==> src/rtl/twiddle_load_sequencer_if.sv <==
// Bus between the twiddle preload sequencer,
// its controller, the twiddle ROM and the register bank.
interface twiddle_load_sequencer_if #(
  parameter int AW = 7,
  parameter int DW = 16
) ();

  logic          start;
  logic          abort;
  logic [AW:0]   addr_a;
  logic [AW:0]   addr_b;
  logic [DW-1:0] rom_q_a;
  logic [DW-1:0] rom_q_b;
  logic          wr_en;
  logic [AW-1:0] wr_addr_a;
  logic [AW-1:0] wr_addr_b;
  logic [DW-1:0] wr_data_a;
  logic [DW-1:0] wr_data_b;
  logic          busy;
  logic          done;

  modport slave (
    input  start,
    input  abort,
    input  rom_q_a,
    input  rom_q_b,
    output addr_a,
    output addr_b,
    output wr_en,
    output wr_addr_a,
    output wr_addr_b,
    output wr_data_a,
    output wr_data_b,
    output busy,
    output done
  );

  modport master (
    output start,
    output abort,
    output rom_q_a,
    output rom_q_b,
    input  addr_a,
    input  addr_b,
    input  wr_en,
    input  wr_addr_a,
    input  wr_addr_b,
    input  wr_data_a,
    input  wr_data_b,
    input  busy,
    input  done
  );

endinterface

==> src/rtl/twiddle_load_sequencer.sv <==
// One-shot twiddle table preload: ROM pair fetch,
// latency realignment and bank write sequencing.
module twiddle_load_sequencer #(
  parameter int DEPTH   = 128,
  parameter int AW      = 7,
  parameter int DW      = 16,
  parameter int ROM_LAT = 1
) (
  input  logic clk,
  input  logic reset_n,
  twiddle_load_sequencer_if.slave bus
);

  localparam int KW = AW - 1;

  localparam logic [KW-1:0] K_LAST =
    KW'(DEPTH / 2 - 1);
  localparam logic [2:0] DRAIN_INIT =
    3'(ROM_LAT - 1);

  localparam logic [1:0] S_IDLE  = 2'd0;
  localparam logic [1:0] S_FETCH = 2'd1;
  localparam logic [1:0] S_DRAIN = 2'd2;
  localparam logic [1:0] S_DONE  = 2'd3;

  logic [1:0]         state_q;
  logic [1:0]         state_d;
  logic [KW-1:0]      k_q;
  logic [KW-1:0]      k_d;
  logic               b_lsb_q;
  logic               b_lsb_d;
  logic               loaded_q;
  logic               loaded_d;
  logic [2:0]         drain_q;
  logic [2:0]         drain_d;
  logic [ROM_LAT-1:0] pv_q;
  logic [ROM_LAT-1:0] pv_d;
  logic [KW-1:0]      pk_q [ROM_LAT];

  logic is_idle;
  logic is_fetch;
  logic is_drain;
  logic is_done;
  logic cancel;

  assign is_idle  = (state_q == S_IDLE);
  assign is_fetch = (state_q == S_FETCH);
  assign is_drain = (state_q == S_DRAIN);
  assign is_done  = (state_q == S_DONE);
  assign cancel   = bus.abort
                  & (is_fetch | is_drain);

  // Next-state, pair counter and loaded flag.
  always_comb begin
    state_d  = state_q;
    k_d      = k_q;
    b_lsb_d  = b_lsb_q;
    loaded_d = loaded_q;
    drain_d  = drain_q;
    unique case (1'b1)
      is_idle: begin
        if (bus.start && !bus.abort) begin
          state_d  = S_FETCH;
          k_d      = '0;
          b_lsb_d  = 1'b1;
          loaded_d = 1'b0;
        end
      end
      is_fetch: begin
        if (bus.abort) begin
          state_d = S_IDLE;
        end else if (k_q == K_LAST) begin
          state_d = S_DRAIN;
          drain_d = DRAIN_INIT;
        end else begin
          k_d = k_q + KW'(1);
        end
      end
      is_drain: begin
        if (bus.abort) begin
          state_d = S_IDLE;
        end else if (drain_q == 3'd0) begin
          state_d = S_DONE;
        end else begin
          drain_d = drain_q - 3'd1;
        end
      end
      is_done: begin
        state_d  = S_IDLE;
        loaded_d = 1'b1;
      end
      default: begin
        state_d = S_IDLE;
      end
    endcase
  end

  // Delay pipe valid bits; abort flushes them.
  always_comb begin
    pv_d    = '0;
    pv_d[0] = is_fetch & ~cancel;
    for (int i = 1; i < ROM_LAT; i++) begin
      pv_d[i] = pv_q[i-1] & ~cancel;
    end
  end

  // Control state registers.
  always_ff @(posedge clk or negedge reset_n) begin
    if (!reset_n) begin
      state_q  <= S_IDLE;
      k_q      <= '0;
      b_lsb_q  <= 1'b0;
      loaded_q <= 1'b0;
      drain_q  <= 3'd0;
    end else begin
      state_q  <= state_d;
      k_q      <= k_d;
      b_lsb_q  <= b_lsb_d;
      loaded_q <= loaded_d;
      drain_q  <= drain_d;
    end
  end

  // Pair index follows the ROM read latency.
  always_ff @(posedge clk or negedge reset_n) begin
    if (!reset_n) begin
      pv_q <= '0;
      for (int i = 0; i < ROM_LAT; i++) begin
        pk_q[i] <= '0;
      end
    end else begin
      pv_q    <= pv_d;
      pk_q[0] <= k_q;
      for (int i = 1; i < ROM_LAT; i++) begin
        pk_q[i] <= pk_q[i-1];
      end
    end
  end

  // Port B low bit stays 0 until a load has
  // begun, so both addresses reset to zero.
  assign bus.addr_a    = {loaded_q, k_q, 1'b0};
  assign bus.addr_b    = {loaded_q, k_q, b_lsb_q};

  assign bus.wr_en     = pv_q[ROM_LAT-1];
  assign bus.wr_addr_a = {pk_q[ROM_LAT-1], 1'b0};
  assign bus.wr_addr_b = {pk_q[ROM_LAT-1],
                          pv_q[ROM_LAT-1]};
  assign bus.wr_data_a = bus.rom_q_a;
  assign bus.wr_data_b = bus.rom_q_b;

  assign bus.busy      = is_fetch | is_drain;
  assign bus.done      = is_done;

endmodule

==> src/flat_wrapper.sv <==
// flat-port wrapper written by rule: the top's interface ports become plain ports
module twiddle_load_sequencer_flat 
#(
  parameter int DEPTH   = 128,
  parameter int AW      = 7,
  parameter int DW      = 16,
  parameter int ROM_LAT = 1
)
  (clk, reset_n, bus_start, bus_abort, bus_rom_q_a, bus_rom_q_b, bus_addr_a, bus_addr_b, bus_wr_en, bus_wr_addr_a, bus_wr_addr_b, bus_wr_data_a, bus_wr_data_b, bus_busy, bus_done);
  twiddle_load_sequencer_if #(.AW(AW), .DW(DW)) bus_i ();
  input  logic clk;
  input  logic reset_n;
  input wire logic [$bits(bus_i.start)-1:0] bus_start;
  input wire logic [$bits(bus_i.abort)-1:0] bus_abort;
  input wire logic [$bits(bus_i.rom_q_a)-1:0] bus_rom_q_a;
  input wire logic [$bits(bus_i.rom_q_b)-1:0] bus_rom_q_b;
  output wire logic [$bits(bus_i.addr_a)-1:0] bus_addr_a;
  output wire logic [$bits(bus_i.addr_b)-1:0] bus_addr_b;
  output wire logic [$bits(bus_i.wr_en)-1:0] bus_wr_en;
  output wire logic [$bits(bus_i.wr_addr_a)-1:0] bus_wr_addr_a;
  output wire logic [$bits(bus_i.wr_addr_b)-1:0] bus_wr_addr_b;
  output wire logic [$bits(bus_i.wr_data_a)-1:0] bus_wr_data_a;
  output wire logic [$bits(bus_i.wr_data_b)-1:0] bus_wr_data_b;
  output wire logic [$bits(bus_i.busy)-1:0] bus_busy;
  output wire logic [$bits(bus_i.done)-1:0] bus_done;
  assign bus_i.start = bus_start;
  assign bus_i.abort = bus_abort;
  assign bus_i.rom_q_a = bus_rom_q_a;
  assign bus_i.rom_q_b = bus_rom_q_b;
  assign bus_addr_a = bus_i.addr_a;
  assign bus_addr_b = bus_i.addr_b;
  assign bus_wr_en = bus_i.wr_en;
  assign bus_wr_addr_a = bus_i.wr_addr_a;
  assign bus_wr_addr_b = bus_i.wr_addr_b;
  assign bus_wr_data_a = bus_i.wr_data_a;
  assign bus_wr_data_b = bus_i.wr_data_b;
  assign bus_busy = bus_i.busy;
  assign bus_done = bus_i.done;
  twiddle_load_sequencer #(.DEPTH(DEPTH), .AW(AW), .DW(DW), .ROM_LAT(ROM_LAT)) u_core (.clk(clk), .reset_n(reset_n), .bus(bus_i));
endmodule
==> config.mk <==
export PLATFORM = sky130hd
export DESIGN_NAME = twiddle_load_sequencer_flat
export DESIGN_NICKNAME = d
export VERILOG_FILES = /design/src/rtl/twiddle_load_sequencer_if.sv /design/src/rtl/twiddle_load_sequencer.sv /design/src/flat_wrapper.sv
export SDC_FILE = /design/constraint.sdc
export NUM_CORES = 1
export LEC_CHECK = 0
export ABC_AREA = 1
export CAP_MARGIN = 20
export CORE_MARGIN = 3
export CORE_UTILIZATION = 35
export CTS_BUF_LIST = sky130_fd_sc_hd__clkbuf_4 sky130_fd_sc_hd__clkbuf_8
export CTS_CLUSTER_SIZE = 30
export DETAILED_ROUTE_END_ITERATION = 8
export GPL_ROUTABILITY_DRIVEN = 0
export PLACE_DENSITY = 0.78
export SYNTH_ARGS = -nofsm -noshare
export SYNTH_HDL_FRONTEND = slang
export SYNTH_SLANG_ARGS = --single-unit
==> constraint.sdc <==
create_clock -name clk -period 1.95 [get_ports clk]
set_input_delay 0.2925 -clock clk [delete_from_list [all_inputs] [get_ports clk]]
set_output_delay 0.2925 -clock clk [all_outputs]
set_load 0.005 [all_outputs]
==> flow_summary.toml <==
[status]
status = "completed"

[global_routing]
overflow = 0
grt_pass1_vias = 811
grt_pass1_wl_mm = 3.59
grt_max_degree = 21
antenna_found_initial = 0
grt_usage = 0.100

[sta]
slew_viol_final = 0
worst_hold_slack_ps = 364
finalHoldViolCount = 0
setup_viol_count_final = 0
skew_ps = 1.86
fmax_mhz = 549
fin_crit_ps = 1820
period_share = 0.935
tns_ps = 0
rsz0062_at_grt = "false"

[layout]
num_antenna_cells = 0
fin_util = 0.398
drive_above_1_share = 0.103
area_growth_pct = 7.27
nets = 199

[worst_setup_path]
required_ps = 1660
critical_path_class = "reg2out"
arrival_ps = 1530
startpoint_type = "flip-flop"
crit_end = "bus_busy"
cp-end-kind = "output port"
critPathLaunch = "u_core.state_q[0]"
ff2ff_path_depth = 7
path_max_fanout = 3
rr_endpoint = "u_core.k_q[5]"
ff2ff_setup_slack_ps = 300
reg2reg_from = "u_core.state_q[1]"

[floorplan]
die_area_um2 = 4720
fp.dieW_um = 68.7
core-area_um2 = 3720
chipHeight_um = 68.7
start_util = 0.371
ios = 101
std_cell_rows = 22

[synthesis]
syn_avg_cell_area_um2 = 8.35
yosys-top-cells-area = "dfrtp_1, buf_4, nand2_1"
ys_ff_latch = 20
synth_largest_type_area_fraction = 0.363
synth_edf_count = 0
yosysTopAreaCell = "dfrtp_1"
yosysMostFrequentCell = "buf_4"
synthesis.area_um2 = 1380
ys.warnings.count = 0
synth_seq_area_share = 0.363
synth-main-ff-cell = "dfrtp_1"
synthCells = 165
ys_types = 19
ys_top_cells_by_count = "buf_4, nand2_1, dfrtp_1"
synth-async-reset-ratio = 1.00

[detailed_routing]
postRouteWirelength_mm = 2.26
avgViaCountPerCell = 4.53
vias = 920
routedWlPerCell_um = 11.1
post-route-drc-count = 0
drt_iter0_drc = 76
drtAntennaViolNets = 0
firstDrtPassIters = 4

[clocking]
cts.path.max_buffers = 2
cts_sinks = 20
cts.repair.resized = 0
cts_buffers = 3
cts_tree = "done"
root_buffer = "clkbuf_8"
insertion_delay_ps = 250
cts_hold_buf = 0
post_cts_buffers = 0
h-tree-depth = 1
clk_pin_slew_ps = 70

[worst_hold_path]
hold_class = "in2async"

[power]
power.leakage_nw = 0.641
p_per_area_nw_per_um2 = 1250
vdd_drop_max_uv = 325

[job]
drv_cap = 0

[place]
buffer_ports.inserted = 34
dp_hpwl_mm = 1.73
-- routing by layer --
metal | global-route usage | wire length [um] | vias to the layer above
li1 | - | - | 447
met5 | 0 | 0 | -
met2 | 0.160 | 1030 | 28
met1 | 0.127 | 986 | 441
met4 | 0.0462 | 36 | 0
met3 | 0.0259 | 208 | 4
-- registers in the layout, summed over array words and instances (netlist names) --
signal,count
u_core.b_lsb_q,1
u_core.loaded_q,1
u_core.bus.wr_en,1
u_core.drain_q,3
u_core.pk_q,6
u_core.k_q,6
u_core.state_q,2
-- layout make-up --
type	instances	area, um^2
fillers	375	2240
clock buffers	4	55.1
inverters	15	56.3
repair buffers	37	363
multi-input cells	79	443
flip-flops and latches	20	500
well taps	48	60.1
-- worst min-delay path by stage --
stage | start | cells past startpoint | end
after detailed placement | u_core.b_lsb_q | 1 | u_core.b_lsb_q
after global placement | u_core.b_lsb_q | 1 | u_core.b_lsb_q
final | reset_n | 2 | u_core.pk_q[0]
after floorplan | reset_n | 0 | u_core.b_lsb_q
after global routing | reset_n | 2 | u_core.pk_q[0]
after CTS | reset_n | 2 | u_core.bus.wr_en
-- metrics by stage --
step	power (W)	area, um^2	setup WS, ps	instances
after CTS	0.00182	1470	53.6	203
after floorplan	0.00127	1380	527	166
after global routing	0.00203	1480	41.0	203
final	0.00184	1480	127	203
after global placement	0.00148	1410	356	199
after detailed placement	0.00150	1410	320	199
-- worst max-delay path, cell delays in order, from the launching register on --
cell and delay (ps):
dfrtp_1 370, inv_1 110, ha_4 290, clkdlybuf4s50_1 500
-- cells by family after synthesis --
kind of cell | Yosys count | share of synthesized area
AO/OA/AOI/OAI | 21 | 0.0908
flip-flops | 20 | 0.363
AND/OR/NAND/NOR | 49 | 0.153
buffers and inverters | 67 | 0.327
adder cells (fa/ha/maj) | 7 | 0.0636
other | 1 | 0.00272
-- power by group --
part	total, W	internal [W]	switching (W)
logic	0.000952	0.000466	0.000487
registers	0.000575	0.000512	0.0000634
clock network	0.000314	0.000180	0.000135
total	0.00184	0.00116	0.000685
-- cells in the final DEF (no fill, tap or decap), types with 3 or more instances in the layout --
cell,instances
o21ai_1,5
clkdlybuf4s50_1,34
a21oi_1,3
nor2_1,6
ha_1,6
nand2_1,31
buf_4,3
o21ai_2,4
nand3_1,6
o21ai_0,7
inv_1,15
clkbuf_8,4
dfrtp_1,20
Power figures use the tool's default switching activity.
==> variant 1, RTL diff (same settings) <==
`DW` is set to 16 in 3 places; all go to 32.
--- a/src/rtl/twiddle_load_sequencer_if.sv
+++ b/src/rtl/twiddle_load_sequencer_if.sv
@@ -2,7 +2,7 @@
 // its controller, the twiddle ROM and the register bank.
 interface twiddle_load_sequencer_if #(
   parameter int AW = 7,
-  parameter int DW = 16
+  parameter int DW = 32
 ) ();
 
   logic          start;
--- a/src/rtl/twiddle_load_sequencer.sv
+++ b/src/rtl/twiddle_load_sequencer.sv
@@ -3,7 +3,7 @@
 module twiddle_load_sequencer #(
   parameter int DEPTH   = 128,
   parameter int AW      = 7,
-  parameter int DW      = 16,
+  parameter int DW      = 32,
   parameter int ROM_LAT = 1
 ) (
   input  logic clk,
--- a/src/flat_wrapper.sv
+++ b/src/flat_wrapper.sv
@@ -3,7 +3,7 @@
 #(
   parameter int DEPTH   = 128,
   parameter int AW      = 7,
-  parameter int DW      = 16,
+  parameter int DW      = 32,
   parameter int ROM_LAT = 1
 )
   (clk, reset_n, bus_start, bus_abort, bus_rom_q_a, bus_rom_q_b, bus_addr_a, bus_addr_b, bus_wr_en, bus_wr_addr_a, bus_wr_addr_b, bus_wr_data_a, bus_wr_data_b, bus_busy, bus_done);
Ports: changed (resized bus_rom_q_a, bus_rom_q_b, bus_wr_data_a and bus_wr_data_b); port bits go from 101 to 165. The function was not compared with the original's and may differ.
==> variant 1 against the unedited design <==
  * Power fell by 3.3%
  * Setup slack got worse by 2.2 ps
  * Design area fell by 0.51%
  * Sequential share of layout area rose by 0.17 points
  * Routed wire length rose by 4.0%
  * Non-clock buffer count did not move
  * Area after synthesis rose by 17%
  * Count of clock-buffer cells in the layout did not move
  * Sequential cell count did not move
  * Highest routed layer unchanged
==> variant 1: results (changes against the unedited design) <==
* Slowest stage delay, CP at 500 ps (about the same)
* Top cells by area, synth: buf_4 (39%), dfrtp_1 (31%), nand2_1 (7.2%) (was dfrtp_1 (36%), buf_4 (28%), nand2_1 (8.4%))
* Metal2 WL at 1060 um (was 1030 um)
* Highest Signal Layer: met4 (unchanged)
* Status: complete, no violations (unchanged)
* Drt total wl at 2350 um (was 2260 um)
* Layout cells sized above 1 at 0.0968 (was 0.103)
* Power Combinational at 0.000891 W (was 0.000952 W)
* Clk slew on worst S/H paths at 70 ps (about the same)
* Initial antenna violation count at 0 (unchanged)
* Vias in the first global route at 779 (was 811)
* Internal Power at 0.00112 W (was 0.00116 W)
* Largest area contributor in the netlist: buf_4 (was dfrtp_1)
* Max Root-Sink Buffers at 2 (unchanged)
* H-tree lvl count at 1 (unchanged)
* Post-synth top cells: buf_4 (83), nand2_1 (31), dfrtp_1 (20) (was buf_4 (51), nand2_1 (31), dfrtp_1 (20))
* R2r setup slk at 370 ps (was 300 ps)
* Clock root buffer: clkbuf_8 (unchanged)
* Postcts setup bufs at 0 (unchanged)
* DRT Pass-1 Iters at 4 (unchanged)
* Ant. Diodes at 0 (unchanged)
* Post-CTS sizing at 0 (unchanged)
* Met3 wire len at 253 um (was 208 um)
* Vias per inst at 4.63 (was 4.53)
* Fraction of registers with async set or reset after synthesis at 1.00 (unchanged)
* Hold Path Class: in -> async (unchanged)
* Pin count of the biggest net entering global routing at 21 (unchanged)
* Dpl hpwl at 1720 um (was 1730 um)
* Sequential-to-total area share from yosys stat at 0.309 (was 0.363)
* Fin Clk Skew at 1.90 ps (was 1.86 ps)
* Worst r2r path cells at 7 (unchanged)
* Met1 Usage GRT at 0.0912 (was 0.127)
* Combinational share of power at 0.500 (was 0.517)
* # hold bufs at CTS at 0 (unchanged)
* Final nets at 231 (was 199)
* Main synth FF type: dfrtp_1 (unchanged)
* M2 GR Usage at 0.120 (was 0.160)
* Global-route wire length before repair at 3430 um (was 3590 um)
* # fillers at 449 (was 375)
* DRT iter0 DRCs at 81 (was 76)
* Pleak at 0.640 nW (was 0.641 nW)
* Peak VDD IR at 0.367 mV (was 0.325 mV)
* GR Layer Usage met3 at 0.0257 (was 0.0259)
* Clk Latency, worst-skew pair at 260 ps
* CP top delay family: buffers and inverters (unchanged)
* GRT Overall Usage at 0.0777 (was 0.100)
* Metal-1 WL at 974 um (was 986 um)
variant 1: cell types whose count changed after synthesis:
cell and change:
buf_4 +32
variant 1: cells by family (layout without fill, tap and decap cells):
kind of cell,Yosys count,count (layout),share of synthesized area
adder cells (fa/ha/maj),7,7,0.0541
buffers and inverters,99,56,0.427
AO/OA/AOI/OAI,21,21,0.0773
flip-flops,20,20,0.309
AND/OR/NAND/NOR,49,49,0.130
other,1,2,0.00232
variant 1: worst register-to-register path: cells and delay by family (launching register included):
family                   cells  cell delay, ps
AO/OA/AOI/OAI                1             130
adder cells (fa/ha/maj)      1             350
buffers and inverters        2             210
flip-flops                   1             400
AND/OR/NAND/NOR              3             380
variant 1: cell type report:
class / count / area share
Multi-Input combinational cell: 79 / 0.293
Tap cell: 52 / 0.0443
Inverter: 15 / 0.0383
Sequential cell: 20 / 0.340
Clock buffer: 4 / 0.0374
Timing Repair Buffer: 37 / 0.247
variant 1: through the flow:
step	cell area [um^2]	setup WS, ps	instances	hold WS (ps)	utilization
2_1_floorplan	1620	527	198	-3.09	-
3_3_place_gp	1420	351	203	453	0.321
3_5_place_dp	1420	292	203	459	0.321
4_1_cts	1470	116	207	382	0.333
5_1_grt	1470	63.5	207	397	0.333
6_report	1470	125	207	374	0.333
variant 1: how the worst max path moves through the flow:
stage               cells after the start  slack, ps            end              start
CTS                                     3        120       bus_busy  u_core.state_q[0]
global placement                        7        350  u_core.k_q[5]          bus_abort
global route                            3         60       bus_busy  u_core.state_q[1]
finish                                  3        130       bus_busy  u_core.state_q[0]
floorplan                               8        530  u_core.k_q[5]  u_core.state_q[1]
detailed placement                      7        290  u_core.k_q[5]          bus_abort
==> variant 2, RTL diff (same settings) <==
Made on the original files. Take the reset off `k_q` and load it in a clocked block of its own.
--- a/src/rtl/twiddle_load_sequencer.sv
+++ b/src/rtl/twiddle_load_sequencer.sv
@@ -108,17 +108,19 @@
   always_ff @(posedge clk or negedge reset_n) begin
     if (!reset_n) begin
       state_q  <= S_IDLE;
-      k_q      <= '0;
       b_lsb_q  <= 1'b0;
       loaded_q <= 1'b0;
       drain_q  <= 3'd0;
     end else begin
       state_q  <= state_d;
-      k_q      <= k_d;
       b_lsb_q  <= b_lsb_d;
       loaded_q <= loaded_d;
       drain_q  <= drain_d;
     end
+  end
+
+  always_ff @(posedge clk) begin
+    k_q <= k_d;
   end
 
   // Pair index follows the ROM read latency.
Check against the original RTL: differs if reset_n is asserted again (counterexample within 4 cycles, from zero or initial values and one cycle with reset_n low); with reset_n held inactive, the same outputs for 10 cycles.
==> variant 2 against the unedited design <==
  * Sequential cell count stayed put
  * Routed wire length rose by 3.1%
  * Fmax decreased by 1.2%
  * Non-clock buffer count rose by 2
  * Design area grew 0.34%
  * Setup slack got worse by 22 ps
  * Area after synthesis down 2.2%
  * Power rose by 47%
  * Sequential share of layout area grew 1.9 points
  * Highest routed layer unchanged
==> variant 2: results (changes against the unedited design) <==
* Slowest stage delay, CP at 520 ps (was 500 ps)
* Worst r2r path cells at 7 (unchanged)
* R2r setup slk at 220 ps (was 300 ps)
* Fin Clk Skew at 1.97 ps (was 1.86 ps)
* CP max FO at 4 (was 3)
* Clock Power at 0.000416 W (was 0.000314 W)
* Post-synth top cells: buf_4 (50), nand2_1 (27), dfrtp_1 (14) (was buf_4 (51), nand2_1 (31), dfrtp_1 (20))
* CP arrival at 1550 ps (was 1530 ps)
* Postcts setup bufs at 0 (unchanged)
* Final nets at 192 (was 199)
* # fillers at 351 (was 375)
* Clk Latency, worst-skew pair at 260 ps
* Dpl hpwl at 1860 um (was 1730 um)
* Fraction of registers with async set or reset after synthesis at 0.700 (was 1.00)
* EDFF count, synth at 6 (was 0)
* Pleak at 0.677 nW (was 0.641 nW)
* Status: complete, no violations (unchanged)
* Global-route wire length before repair at 3660 um (was 3590 um)
* Pin count of the biggest net entering global routing at 15 (was 21)
* GRT Overall Usage at 0.107 (was 0.100)
* Input/output buffers at 34 (unchanged)
* DRT iter0 DRCs at 18 (was 76)
* Internal Power at 0.00176 W (was 0.00116 W)
* Peak VDD IR at 0.597 mV (was 0.325 mV)
* Vias per inst at 4.52 (was 4.53)
* Sequential-to-total area share from yosys stat at 0.394 (was 0.363)
* RR Endpoint: u_core.k_q[2] (was u_core.k_q[5])
* Vias in the first global route at 791 (was 811)
* Power Combinational at 0.00145 W (was 0.000952 W)
* Top cells by area, synth: buf_4 (28%), dfrtp_1 (26%), edfxtp_1 (13%) (was dfrtp_1 (36%), buf_4 (28%), nand2_1 (8.4%))
* Number of distinct library cells after synthesis at 20 (was 19)
* Placement Cell Area at 1390 um^2 (was 1410 um^2)
* Critical path startpoint: u_core.state_q[1] (was u_core.state_q[0])
* Layout cells sized above 1 at 0.142 (was 0.103)
* Drt total wl at 2330 um (was 2260 um)
## variant 2: cell types whose count changed after synthesis, sizes merged, moves of 2 or more
cell,unedited run,this run
o21ai,16,5
dfrtp,20,14
edfxtp,0,6
nor2,6,12
a21oi,3,6
nand2,32,29
buf,52,50
inv,15,13
nand4,2,0
## variant 2: worst max-delay path: cells and delay by family (launching register included)
family | cells | cell delay [ps]
buffers and inverters | 2 | 590
adders and majority gates | 1 | 320
DFF | 1 | 390
## variant 2: through the flow
step | hold WS [ps] | cells | utilization | total power [W] | setup slack [ps]
final | 427 | 194 | 0.421 | 0.00271 | 105
after global routing | 482 | 194 | 0.421 | 0.00296 | 7.39
after CTS | 453 | 191 | 0.415 | 0.00270 | 67.1
after detailed placement | 477 | 187 | 0.394 | 0.00228 | 206
after global placement | 458 | 187 | 0.394 | 0.00223 | 287
after floorplan | -3.09 | 155 | - | 0.00170 | 241
## variant 2: kinds of logic after synthesis
| logic type | share of synthesized area |
|---|---|
| compound gates | 0.0604 |
| fa+ha+maj | 0.0650 |
| simple gates | 0.163 |
| buf+inv | 0.315 |
| flops | 0.394 |
| other cells | 0.00278 |
## variant 2: routing by layer
| layer | wire length, um | GRT usage | up-vias |
|---|---|---|---|
| li1 | - | - | 417 |
| met1 | 917 | 0.125 | 410 |
| met2 | 1170 | 0.178 | 45 |
| met3 | 228 | 0.0476 | 4 |
| met4 | 13 | 0.0273 | 0 |
| met5 | 0 | 0 | - |
## variant 2: final cells by class
cell class              instances  area [um^2]  share of cell area
clock inverters                 1         30.0              0.0203
clock buffers                   3         41.3              0.0278
repair buffers                 39          378               0.255
inverters                      13         48.8              0.0329
flip-flops and latches         20          531               0.358
multi-input cells              72          397               0.268
well taps                      46         57.6              0.0388
